[src/rtl/dwt53_pkg.sv]
// Shared types and helpers for the streaming LeGall 5/3 DWT cascade.
// Contents: per-stage FSM state enum, level-count limit, sign-extension helper.
package dwt53_pkg;

  typedef enum logic [1:0] {
    S_EVEN0 = 2'd0,
    S_ODD   = 2'd1,
    S_EVEN  = 2'd2
  } stage_state_e;

  localparam int unsigned MAX_LEVELS = 4;
  localparam int unsigned MAX_W      = 32;

  // Sign-extends the low w bits of x to MAX_W bits; callers truncate to OW.
  function automatic logic [MAX_W-1:0] sign_ext(input logic [MAX_W-1:0] x,
                                                input int unsigned     w);
    logic signed [MAX_W-1:0] t;
    t = signed'(x << (MAX_W - w));
    return unsigned'(t >>> (MAX_W - w));
  endfunction

endpackage

[src/rtl/dwt53_if.sv]
// Sample / coefficient bus of the DWT cascade.
// master: sample source + coefficient sink (drives in_*, observes results).
// slave : the transform (accepts in_*, drives hi_*, lo_*, err).
interface dwt53_if #(
  parameter int unsigned DW     = 8,
  parameter int unsigned LEVELS = 2,
  parameter int unsigned OW     = DW + LEVELS
);
  logic                 in_valid;
  logic [DW-1:0]        in_data;
  logic                 in_last;
  logic [LEVELS-1:0]    hi_valid;
  logic [LEVELS*OW-1:0] hi_data;
  logic [LEVELS-1:0]    hi_last;
  logic                 lo_valid;
  logic [OW-1:0]        lo_data;
  logic                 lo_last;
  logic                 err;

  modport master (
    output in_valid, in_data, in_last,
    input  hi_valid, hi_data, hi_last, lo_valid, lo_data, lo_last, err
  );

  modport slave (
    input  in_valid, in_data, in_last,
    output hi_valid, hi_data, hi_last, lo_valid, lo_data, lo_last, err
  );
endinterface

[src/rtl/dwt53_stage.sv]
// One 5/3 lifting level: pairs even/odd samples, emits (s, d) registered.
// Ports: clk, rst (async active-low), in_valid_i/in_data_i[IW]/in_last_i,
//        pair_valid_o/pair_last_o (shared by lo and hi), lo_data_o[IW+1],
//        hi_data_o[IW+1], err_c_o (combinational frame-length error pulse).
module dwt53_stage
  import dwt53_pkg::*;
#(
  parameter int unsigned IW = 8
) (
  input  logic          clk,
  input  logic          rst,
  input  logic          in_valid_i,
  input  logic [IW-1:0] in_data_i,
  input  logic          in_last_i,
  output logic          pair_valid_o,
  output logic          pair_last_o,
  output logic [IW:0]   lo_data_o,
  output logic [IW:0]   hi_data_o,
  output logic          err_c_o
);

  localparam int unsigned XW = IW + 1;
  localparam int unsigned SW = IW + 3;

  stage_state_e         state_q;
  logic                 first_q;
  logic signed [IW-1:0] xe_q, xo_q;
  logic signed [XW-1:0] dp_q;
  logic                 pair_valid_q, pair_last_q;
  logic signed [XW-1:0] lo_q, hi_q;

  logic signed [IW-1:0] x_d, odd_d, right_d;
  logic signed [XW-1:0] pair_sum_d, d_d, dp_eff_d, s_d;
  logic signed [SW-1:0] upd_d;

  // Lifting datapath; in S_ODD the incoming sample is the frame's final odd
  // sample, so its right neighbour is mirrored to xe.
  always_comb begin
    x_d        = signed'(in_data_i);
    odd_d      = (state_q == S_ODD) ? x_d : xo_q;
    right_d    = (state_q == S_ODD) ? xe_q : x_d;
    pair_sum_d = XW'(xe_q) + XW'(right_d);
    d_d        = XW'(odd_d) - (pair_sum_d >>> 1);
    dp_eff_d   = first_q ? d_d : dp_q;
    upd_d      = SW'(dp_eff_d) + SW'(d_d) + SW'(2);
    s_d        = XW'(xe_q) + XW'(upd_d >>> 2);
    err_c_o    = in_valid_i && in_last_i && (state_q != S_ODD);
  end

  // Stage FSM and output register.
  always_ff @(posedge clk or negedge rst) begin
    if (!rst) begin
      state_q      <= S_EVEN0;
      first_q      <= 1'b1;
      xe_q         <= '0;
      xo_q         <= '0;
      dp_q         <= '0;
      pair_valid_q <= 1'b0;
      pair_last_q  <= 1'b0;
      lo_q         <= '0;
      hi_q         <= '0;
    end else begin
      pair_valid_q <= 1'b0;
      pair_last_q  <= 1'b0;
      if (in_valid_i) begin
        case (state_q)
          S_EVEN0: begin
            if (!in_last_i) begin
              xe_q    <= x_d;
              first_q <= 1'b1;
              state_q <= S_ODD;
            end
          end
          S_ODD: begin
            if (!in_last_i) begin
              xo_q    <= x_d;
              state_q <= S_EVEN;
            end else begin
              pair_valid_q <= 1'b1;
              pair_last_q  <= 1'b1;
              lo_q         <= s_d;
              hi_q         <= d_d;
              state_q      <= S_EVEN0;
            end
          end
          S_EVEN: begin
            pair_valid_q <= 1'b1;
            lo_q         <= s_d;
            hi_q         <= d_d;
            if (in_last_i) begin
              // Odd-length frame: pair still emitted, frame abandoned.
              state_q <= S_EVEN0;
            end else begin
              dp_q    <= d_d;
              xe_q    <= x_d;
              first_q <= 1'b0;
              state_q <= S_ODD;
            end
          end
          default: state_q <= S_EVEN0;
        endcase
      end
    end
  end

  assign pair_valid_o = pair_valid_q;
  assign pair_last_o  = pair_last_q;
  assign lo_data_o    = unsigned'(lo_q);
  assign hi_data_o    = unsigned'(hi_q);

endmodule

[src/rtl/dwt53_cascade.sv]
// Streaming 1-D LeGall 5/3 DWT, LEVELS cascaded lifting stages.
// Ports: clk, rst (async active-low), bus (dwt53_if.slave): in_* samples in,
//        per-level hi_* coefficients, final-level lo_* coefficients, err pulse.
module dwt53_cascade
  import dwt53_pkg::*;
#(
  parameter int unsigned DW     = 8,
  parameter int unsigned LEVELS = 2,
  parameter int unsigned OW     = DW + LEVELS
) (
  input logic     clk,
  input logic     rst,
  dwt53_if.slave  bus
);

  if (LEVELS < 1 || LEVELS > MAX_LEVELS) begin : g_bad_levels
    $error("dwt53_cascade: LEVELS out of range");
  end

  logic [OW-1:0] lo_ext [LEVELS];
  logic [OW-1:0] hi_ext [LEVELS];
  logic          pv     [LEVELS];
  logic          pl     [LEVELS];
  logic          ev     [LEVELS];
  logic          err_any_d;
  logic          err_q;

  // Level k consumes the low band of level k-1 (or the input stream at k=0).
  for (genvar k = 0; k < int'(LEVELS); k++) begin : g_lvl
    localparam int unsigned IW = DW + k;
    logic          in_v, in_l;
    logic [IW-1:0] in_d;
    logic [IW:0]   lo_w, hi_w;

    if (k == 0) begin : g_src
      assign in_v = bus.in_valid;
      assign in_d = bus.in_data;
      assign in_l = bus.in_last;
    end else begin : g_chain
      assign in_v = pv[k-1];
      assign in_d = lo_ext[k-1][IW-1:0];
      assign in_l = pl[k-1];
    end

    dwt53_stage #(.IW(IW)) u_stage (
      .clk          (clk),
      .rst          (rst),
      .in_valid_i   (in_v),
      .in_data_i    (in_d),
      .in_last_i    (in_l),
      .pair_valid_o (pv[k]),
      .pair_last_o  (pl[k]),
      .lo_data_o    (lo_w),
      .hi_data_o    (hi_w),
      .err_c_o      (ev[k])
    );

    assign lo_ext[k] = OW'(sign_ext(MAX_W'(lo_w), IW + 1));
    assign hi_ext[k] = OW'(sign_ext(MAX_W'(hi_w), IW + 1));
  end

  // Output packing and error collection.
  always_comb begin
    bus.hi_valid = '0;
    bus.hi_last  = '0;
    bus.hi_data  = '0;
    err_any_d    = 1'b0;
    for (int k = 0; k < int'(LEVELS); k++) begin
      bus.hi_valid[k]          = pv[k];
      bus.hi_last[k]           = pl[k];
      bus.hi_data[k*OW +: OW]  = hi_ext[k];
      err_any_d                = err_any_d | ev[k];
    end
    bus.lo_valid = pv[LEVELS-1];
    bus.lo_last  = pl[LEVELS-1];
    bus.lo_data  = lo_ext[LEVELS-1];
  end

  always_ff @(posedge clk or negedge rst) begin
    if (!rst) err_q <= 1'b0;
    else      err_q <= err_any_d;
  end

  assign bus.err = err_q;

endmodule

[src/flat_wrapper.sv]
// flat-port wrapper written by rule: the top's interface ports become plain ports
module dwt53_cascade_flat import dwt53_pkg::*;
#(
  parameter int unsigned DW     = 8,
  parameter int unsigned LEVELS = 2,
  parameter int unsigned OW     = DW + LEVELS
)
  (clk, rst, bus_in_valid, bus_in_data, bus_in_last, bus_hi_valid, bus_hi_data, bus_hi_last, bus_lo_valid, bus_lo_data, bus_lo_last, bus_err);
  dwt53_if #(.DW(DW), .LEVELS(LEVELS), .OW(OW)) bus_i ();
  input logic clk;
  input logic rst;
  input wire logic [$bits(bus_i.in_valid)-1:0] bus_in_valid;
  input wire logic [$bits(bus_i.in_data)-1:0] bus_in_data;
  input wire logic [$bits(bus_i.in_last)-1:0] bus_in_last;
  output wire logic [$bits(bus_i.hi_valid)-1:0] bus_hi_valid;
  output wire logic [$bits(bus_i.hi_data)-1:0] bus_hi_data;
  output wire logic [$bits(bus_i.hi_last)-1:0] bus_hi_last;
  output wire logic [$bits(bus_i.lo_valid)-1:0] bus_lo_valid;
  output wire logic [$bits(bus_i.lo_data)-1:0] bus_lo_data;
  output wire logic [$bits(bus_i.lo_last)-1:0] bus_lo_last;
  output wire logic [$bits(bus_i.err)-1:0] bus_err;
  assign bus_i.in_valid = bus_in_valid;
  assign bus_i.in_data = bus_in_data;
  assign bus_i.in_last = bus_in_last;
  assign bus_hi_valid = bus_i.hi_valid;
  assign bus_hi_data = bus_i.hi_data;
  assign bus_hi_last = bus_i.hi_last;
  assign bus_lo_valid = bus_i.lo_valid;
  assign bus_lo_data = bus_i.lo_data;
  assign bus_lo_last = bus_i.lo_last;
  assign bus_err = bus_i.err;
  dwt53_cascade #(.DW(DW), .LEVELS(LEVELS), .OW(OW)) u_core (.clk(clk), .rst(rst), .bus(bus_i));
endmodule
[config.mk]
export PLATFORM = sky130hd
export DESIGN_NAME = dwt53_cascade_flat
export DESIGN_NICKNAME = d
export VERILOG_FILES = /design/src/rtl/dwt53_pkg.sv /design/src/rtl/dwt53_if.sv /design/src/rtl/dwt53_stage.sv /design/src/rtl/dwt53_cascade.sv /design/src/flat_wrapper.sv
export SDC_FILE = /design/constraint.sdc
export NUM_CORES = 1
export LEC_CHECK = 0
export BUFFER_PORTS_ARGS = -buffer_cell sky130_fd_sc_hd__buf_2
export CORE_ASPECT_RATIO = 1.1
export CORE_MARGIN = 2
export CORE_UTILIZATION = 62
export DETAILED_ROUTE_END_ITERATION = 8
export GPL_TIMING_DRIVEN = 0
export PLACE_DENSITY = 0.81
export SLEW_MARGIN = 20
export SYNTH_ARGS = -nofsm -noshare
export SYNTH_HDL_FRONTEND = slang
export SYNTH_HIERARCHICAL = 1
export SYNTH_SLANG_ARGS = --single-unit
export TNS_END_PERCENT = 30
[constraint.sdc]
create_clock -name clk -period 7.7 [get_ports clk]
set_input_delay 1.155 -clock clk [delete_from_list [all_inputs] [get_ports clk]]
set_output_delay 1.155 -clock clk [all_outputs]
set_load 0.02 [all_outputs]
==> results of run 1 <==
==> what timing repair did <==
item	4_1_cts	5_1_grt
buffers inserted	0	0
gates resized for setup	0	2
endpoints found under the setup margin	0	3
==> logic make-up after synthesis <==
family / share of synthesized area
and+or+nand+nor: 0.128
AOI/OAI and AO/OA: 0.163
DFF: 0.328
adders and majority gates: 0.165
muxes: 0.121
buffers and inverters: 0.0427
xor gates and xnor gates: 0.0525
==> registers in the layout, summed over array words and instances, names as in the netlist <==
register / flops
u_core/bus.err: 1
u_core/g_lvl.u_stage/dp_q: 19
u_core/g_lvl.u_stage/first_q: 2
u_core/g_lvl.u_stage/hi_data_o: 19
u_core/g_lvl.u_stage/lo_data_o: 19
u_core/g_lvl.u_stage/pair_last_o: 2
u_core/g_lvl.u_stage/pair_valid_o: 2
u_core/g_lvl.u_stage/state_q: 4
u_core/g_lvl.u_stage/xe_q: 17
u_core/g_lvl.u_stage/xo_q: 17
==> through the flow <==
step | setup WS [ns] | hold slack (ns) | utilization | instance area [sq um]
floorplan | 1.49 | 0.445 | - | 7800
global placement | 0.478 | 0.457 | 0.678 | 8230
detailed placement | 0.350 | 0.465 | 0.681 | 8260
CTS | 0.309 | 0.481 | 0.707 | 8580
global route | 0.0259 | 0.492 | 0.707 | 8580
finish | 0.506 | 0.476 | 0.707 | 8580
==> cell type report <==
class / count / area share
Buffer: 30 / 0.0194
Clock buffer: 12 / 0.0287
Clock inverter: 4 / 0.00817
Inverter: 44 / 0.0193
Multi-Input combinational cell: 644 / 0.572
Sequential cell: 102 / 0.298
Tap cell: 154 / 0.0225
Timing Repair Buffer: 49 / 0.0319
==> worst register-to-register path: cells and delay by family, from the launching register on <==
family,cells,cell delay [ns]
xor+xnor,3,0.44
flops,1,0.41
simple gates,2,0.50
compound gates,12,2.30
fa+ha+maj,6,1.89
buf+inv,4,1.16
mux,1,0.40
==> final timing paths <==
path                                                 startpoint                                    to  slack [ns]  cells past startpoint
min                        u_core/g_lvl[1].u_stage/lo_data_o[6]  u_core/g_lvl[1].u_stage/lo_data_o[6]        0.48                      2
min reg2reg                u_core/g_lvl[1].u_stage/lo_data_o[6]  u_core/g_lvl[1].u_stage/lo_data_o[6]        0.48                      2
max in group asynchronous                                   rst       u_core/g_lvl[0].u_stage/first_q        6.34                      2
max                          u_core/g_lvl[1].u_stage/state_q[1]  u_core/g_lvl[1].u_stage/lo_data_o[9]        0.51                     28
max reg2reg                  u_core/g_lvl[1].u_stage/state_q[1]  u_core/g_lvl[1].u_stage/lo_data_o[9]        0.51                     28
min in group asynchronous                                   rst  u_core/g_lvl[1].u_stage/hi_data_o[2]        0.67                      1
==> layer usage <==
layer / track usage / part of all wire / up-vias
li1: - / - / 3036
met1: 0.293 / 0.40 / 3046
met2: 0.507 / 0.52 / 139
met3: 0.0378 / 0.031 / 43
met4: 0.174 / 0.051 / 0
met5: 0 / 0 / -
==> cells in the mapped netlist (13+ instances only) <==
| library cell | number |
|---|---|
| ha_1 | 90 |
| xor2_1 | 16 |
| o31ai_1 | 14 |
| nor2b_1 | 18 |
| a21oi_1 | 44 |
| nand2_1 | 90 |
| nor2_1 | 45 |
| dfrtp_1 | 100 |
| xnor2_1 | 28 |
| a21o_1 | 15 |
| o21ai_0 | 60 |
| mux2_2 | 79 |
| inv_1 | 43 |
| nand3_1 | 16 |
| clkbuf_1 | 13 |
| o21a_1 | 13 |
==> reports/summary.txt, run 1 <==
clock skew = 0.00869 ns
share of cells above drive strength 1 = 0.194
Sequential cell area = 2550 sq um
core area = 12,100 sq um
EDFF count, synth = 0
Synth area leader = dfrtp_1
Max stage delay on crit path = 0.42 ns
async set-reset flop share out of synthesis = 1.00
Cell Rows = 42
ANT cells = 0
final non-filler cell total = 1,039
Hold Vio Cnt, Final = 0
io pins = 49
most frequent CP cell = ha_1
most frequent cells in the layout = 100 x dfrtp_1, 90 x nand2_1, 90 x ha_1
drt pass-1 iters = 4
worst skew pair latency = 0.36 ns
clk root buf = clkbuf_16
WS Path Type = reg2reg
GPL Wtd Cong = 0.909
Hold Crit Class = reg2reg
outcome = finished clean
Mapped Avg Cell Area = 9.50 sq um
IO Port Bufs = 48
Gate Count Post-Synth = 821
vias in the first global route = 6,375
# H-tree levels = 3
Area Overhead vs Synth = 10.0%
fmax = 139 MHz
detailed-route DRC error count = 0
CP startpoint kind = register
post-synth net total = 931
crit path time final = 7.19 ns
initial antenna violation count = 0
CP Data Arrival Time = 7.44 ns
deepest clock path buffer count = 2
area share of the largest cell type after synthesis = 0.321
Inserted Clock Buffers = 9
detail-routed net length per standard cell = 17.0 um
Fillers = 951
Crit path buffers/inverters = 4
first-pass GRT wire length = 29,600 um
# placed instances = 1,024
Net count, final = 990
hold_buf cts = 0
worst-margin pin slew = 0.584 ns
Clk pin slew, worst setup/hold paths = 0.07 ns
Die Ht = 122 um
MaxCap Viol Count = 0
synth unique cells = 63
vias = 6,264
Post-DP HPWL = 13,700 um
GRT Total Usage = 0.273
DRT iter0 DRCs = 299
Max-slew headroom = 0.608
grt total ovfl = 0
CTS Sinks = 102
Die Area = 13,500 sq um
Starting Density = 0.642
pin count of the biggest net entering global routing = 71
setup tns final = 0 ns
RSZ-0062 raised after global routing = no
Critical Path Slowest Stage Cell = clkbuf_1
delay-heaviest family, CP = compound AO/OA/AOI/OAI gates
commonest non-fill, non-tap cell in the layout = dfrtp_1
YS warnings = 6
Critical Path End Type = register
Worst Path Required = 7.95 ns
Die W = 111 um
post-route antenna net violation count = 0
final WL = 17,600 um
Seq/Total Area, Yosys = 0.328
drt via density = 6.03
CTS tree = built
max-slew violations = 0
synth top area cells = dfrtp_1 32%, ha_1 14%, mux2_2 11%
final period utilization = 0.934
maximum fanout along the worst path = 10
area of the multi-input gates = 4910 sq um
setup violators final = 0
FF+latch count, synth = 102
synthesized area = 7800 sq um
main flop type after synthesis = dfrtp_1
Power of run 1 is left out: the tool's default activity adds up to more than one toggle a clock period on the data nets, which glitch-free logic cannot reach.
==> run 2: changes to the inputs <==
Settings changed: CORE_UTILIZATION 62 to 65, PLACE_DENSITY 0.81 to 0.85.
Clock period 7.7 ns to 8.6 ns, I/O delays scaled along.
==> reports/summary.txt, run 2 (same netlist as run 1, synthesis figures left out) <==
Max-slew headroom = 0.527
DRT iter0 DRCs = 378
Cell Rows = 41
Worst Path Required = 8.83 ns
CTS resizes = 0
Starting Density = 0.673
origin of the critical flop-to-flop path = u_core/g_lvl[0].u_stage/state_q[1]
r2r worst-path depth = 29
FF-to-FF End = u_core/g_lvl[0].u_stage/lo_data_o[8]
CP Data Arrival Time = 7.80 ns
setup violators final = 0
grt total ovfl = 0
max-slew violations = 0
CTS Sinks = 102
most frequent CP cell = ha_1
drt via density = 6.22
share of cells above drive strength 1 = 0.191
Hold Crit Class = reg2reg
deepest clock path buffer count = 2
CTS tree = built
most frequent cells in the layout = 100 x dfrtp_1, 90 x nand2_1, 90 x ha_1
IO Port Bufs = 48
Fillers = 814
io pins = 49
MaxCap Viol Count = 0
pin count of the biggest net entering global routing = 68
Die W = 108 um
fmax = 132 MHz
final WL = 18,500 um
GRT Total Usage = 0.306
Clk pin slew, worst setup/hold paths = 0.07 ns
drt pass-1 iters = 5
Area Overhead vs Synth = 9.88%
GPL Wtd Cong = 0.933
ANT cells = 0
maximum fanout along the worst path = 10
post-CTS setup buffers = 0
Die Area = 12,900 sq um
setup tns final = 0 ns
fin worst setup slack = 1.03 ns
Hold Vio Cnt, Final = 0
Critical Path End Type = register
# H-tree levels = 3
Max stage delay on crit path = 0.58 ns
RSZ-0062 raised after global routing = no
Post-DP HPWL = 14,000 um
final period utilization = 0.880
core area = 11,600 sq um
worst skew pair latency = 0.35 ns
CP startpoint kind = register
post-route antenna net violation count = 0
Hold Path Stages = 2
Net count, final = 991
outcome = finished clean
detailed-route DRC error count = 0
first-pass GRT wire length = 30,900 um
hold_buf cts = 0
commonest non-fill, non-tap cell in the layout = dfrtp_1
initial antenna violation count = 0
WS Path Type = reg2reg
vias = 6,442
Inserted Clock Buffers = 9
worst-margin pin slew = 0.710 ns
pre-CTS WS = 1.19 ns
clock skew = 0.00635 ns
clk root buf = clkbuf_16
detail-routed net length per standard cell = 17.9 um
Critical Path Sink = u_core/g_lvl[0].u_stage/lo_data_o[8]
flop2flop setup slack = 1.03 ns
hold_sp = u_core/g_lvl[1].u_stage/lo_data_o[6]
Die Ht = 119 um
Critical Path Slowest Stage Cell = clkbuf_1
crit path time final = 7.57 ns
crit path from = u_core/g_lvl[0].u_stage/state_q[1]
vias in the first global route = 6,599
[run 2: critical path: cells and delay by family (launching register included)]
| kind | cells | cell delay, ns |
|---|---|---|
| and+or+nand+nor | 6 | 1.02 |
| AOI/OAI and AO/OA | 8 | 1.64 |
| xor gates and xnor gates | 4 | 0.79 |
| muxes | 2 | 0.72 |
| DFF | 1 | 0.41 |
| adders and majority gates | 6 | 1.89 |
| buffers and inverters | 3 | 0.96 |
[run 2: final cells by class]
cell class | count | area (sq um) | share of cell area
buffer | 31 | 168 | 0.0196
clock inverter | 4 | 72.6 | 0.00847
sequential | 102 | 2550 | 0.298
tap | 150 | 188 | 0.0219
timing repair buffer | 49 | 274 | 0.0320
inverter | 44 | 165 | 0.0193
multi-input combinational | 644 | 4910 | 0.573
clock buffer | 12 | 236 | 0.0276
[run 2: how the worst min path moves through the flow]
| stage | slack, ns | end |
|---|---|---|
| final | 0.47 | u_core/g_lvl[1].u_stage/lo_data_o[6] |
| after global routing | 0.51 | u_core/g_lvl[0].u_stage/hi_data_o[2] |
| after CTS | 0.48 | u_core/g_lvl[1].u_stage/lo_data_o[6] |
| after detailed placement | 0.46 | u_core/g_lvl[1].u_stage/lo_data_o[6] |
| after global placement | 0.46 | u_core/g_lvl[1].u_stage/hi_data_o[4] |
| after floorplan | 0.44 | u_core/g_lvl[0].u_stage/dp_q[4] |
[run 2: metal layers]
| metal | global-route usage | up-vias | share of wire |
|---|---|---|---|
| met4 | 0.204 | 0 | 0.062 |
| li1 | - | 3034 | - |
| met2 | 0.539 | 230 | 0.52 |
| met3 | 0.0515 | 79 | 0.047 |
| met5 | 0 | - | 0 |
| met1 | 0.332 | 3099 | 0.37 |
[run 2: per-stage QoR]
stage | area, sq um | utilization | hold slack, ns | instances
detailed placement | 8260 | 0.712 | 0.465 | 1020
finish | 8570 | 0.739 | 0.471 | 1036
global route | 8570 | 0.739 | 0.509 | 1036
floorplan | 7800 | - | 0.445 | 821
CTS | 8570 | 0.739 | 0.479 | 1036
global placement | 8230 | 0.709 | 0.457 | 1019
Power of run 2 is left out for the same reason.
==> run 3: changes to the inputs <==
Settings changed: CORE_UTILIZATION 65 to 60, PLACE_DENSITY 0.85 to 0.79.
==> reports/summary.txt, run 3 (same netlist as run 1, synthesis figures left out) <==
outcome = finished clean
CP Data Arrival Time = 7.59 ns
share of cells above drive strength 1 = 0.194
vias = 6,176
worst skew pair latency = 0.37 ns
DRT iter0 DRCs = 399
fmax = 136 MHz
commonest non-fill, non-tap cell in the layout = dfrtp_1
post-route antenna net violation count = 0
post-CTS setup buffers = 0
clk root buf = clkbuf_16
Die W = 113 um
Area Overhead vs Synth = 9.80%
most frequent CP cell = ha_1
setup violators final = 0
placed cell areas = 8270 sq um
ANT cells = 0
CTS tree = built
Inserted Clock Buffers = 9
final period utilization = 0.854
Post-DP HPWL = 13,100 um
WS Path Type = reg2reg
clock skew = 0.0117 ns
Hold Vio Cnt, Final = 0
Critical Path End Type = register
CP startpoint kind = register
Final Cell Area = 8560 sq um
initial antenna violation count = 0
CTS Sinks = 102
deepest clock path buffer count = 2
MaxCap Viol Count = 0
area of the multi-input gates = 4910 sq um
IO Port Bufs = 48
Clk pin slew, worst setup/hold paths = 0.08 ns
# placed instances = 1,027
max-slew violations = 0
Sequential cell area = 2550 sq um
detail-routed net length per standard cell = 16.3 um
detailed-route DRC error count = 0
drt via density = 5.92
first-pass GRT wire length = 28,800 um
Critical Path Slowest Stage Cell = clkbuf_1
pin count of the biggest net entering global routing = 59
Net count, final = 991
GPL Wtd Cong = 0.905
final non-filler cell total = 1,043
core area = 12,600 sq um
hold_buf cts = 0
grt total ovfl = 0
Crit path buffers/inverters = 3
Die Ht = 124 um
worst-margin pin slew = 0.659 ns
most frequent cells in the layout = 100 x dfrtp_1, 90 x nand2_1, 90 x ha_1
delay-heaviest family, CP = adder cells
Cell Rows = 43
setup tns final = 0 ns
GRT Total Usage = 0.261
Die Area = 13,900 sq um
final WL = 17,000 um
Max stage delay on crit path = 0.53 ns
crit path time final = 7.35 ns
io pins = 49
Hold Crit Class = reg2reg
RSZ-0062 raised after global routing = no
maximum fanout along the worst path = 10
Final Util = 0.677
Max-slew headroom = 0.557
CTS resizes = 0
vias in the first global route = 6,169
# H-tree levels = 3
Worst Path Required = 8.84 ns
drt pass-1 iters = 5
Starting Density = 0.617
Fillers = 1,004
==> run 3: changes by cell type in the layout (fill, tap and decap cells not counted), sizes merged <==
cell      previous run  this run
clkbuf              25        22
clkinvlp             1         0
inv                 43        45
bufinv               2         0
clkinv               2         6
==> run 3: final cells by class <==
cell class / count / area share
clock inverter: 7 / 0.00804
clock buffer: 9 / 0.0263
buffer: 31 / 0.0196
multi-input combinational: 644 / 0.573
sequential: 102 / 0.298
tap: 157 / 0.0229
inverter: 44 / 0.0193
timing repair buffer: 49 / 0.0320
==> run 3: path summary, 6_finish.rpt <==
kind / slack, ns / from / depth (start not counted) / to
max reg2reg: 1.25 / u_core/g_lvl[0].u_stage/state_q[1] / 30 / u_core/g_lvl[0].u_stage/lo_data_o[8]
min: 0.47 / u_core/g_lvl[1].u_stage/hi_data_o[4] / 2 / u_core/g_lvl[1].u_stage/hi_data_o[4]
min reg2reg: 0.47 / u_core/g_lvl[1].u_stage/hi_data_o[4] / 2 / u_core/g_lvl[1].u_stage/hi_data_o[4]
min in group asynchronous: 0.90 / rst / 1 / u_core/g_lvl[1].u_stage/hi_data_o[3]
max: 1.25 / u_core/g_lvl[0].u_stage/state_q[1] / 30 / u_core/g_lvl[0].u_stage/lo_data_o[8]
max in group asynchronous: 7.03 / rst / 2 / u_core/g_lvl[0].u_stage/first_q
==> run 3: metrics by stage <==
step                hold WS, ns  setup slack, ns
floorplan                 0.445             2.39
global placement          0.455             1.48
detailed placement        0.465             1.34
CTS                       0.480             1.27
global route              0.501            0.844
finish                    0.473             1.25
==> run 3: layer usage <==
layer  GRT usage  up-vias  share of wire
li1            -     3049              -
met1       0.290     2957           0.41
met2       0.486      130           0.52
met3      0.0304       40          0.029
met4       0.141        0          0.039
met5           0        -              0
==> run 3: worst register-to-register path: cells and delay by family, from the launching register on <==
kind | cells | cell delay (ns)
flops | 1 | 0.42
fa+ha+maj | 6 | 1.78
xor+xnor | 4 | 0.63
compound gates | 8 | 1.58
mux | 2 | 0.73
buf+inv | 3 | 0.92
simple gates | 7 | 1.20
Power of run 3 is left out for the same reason.
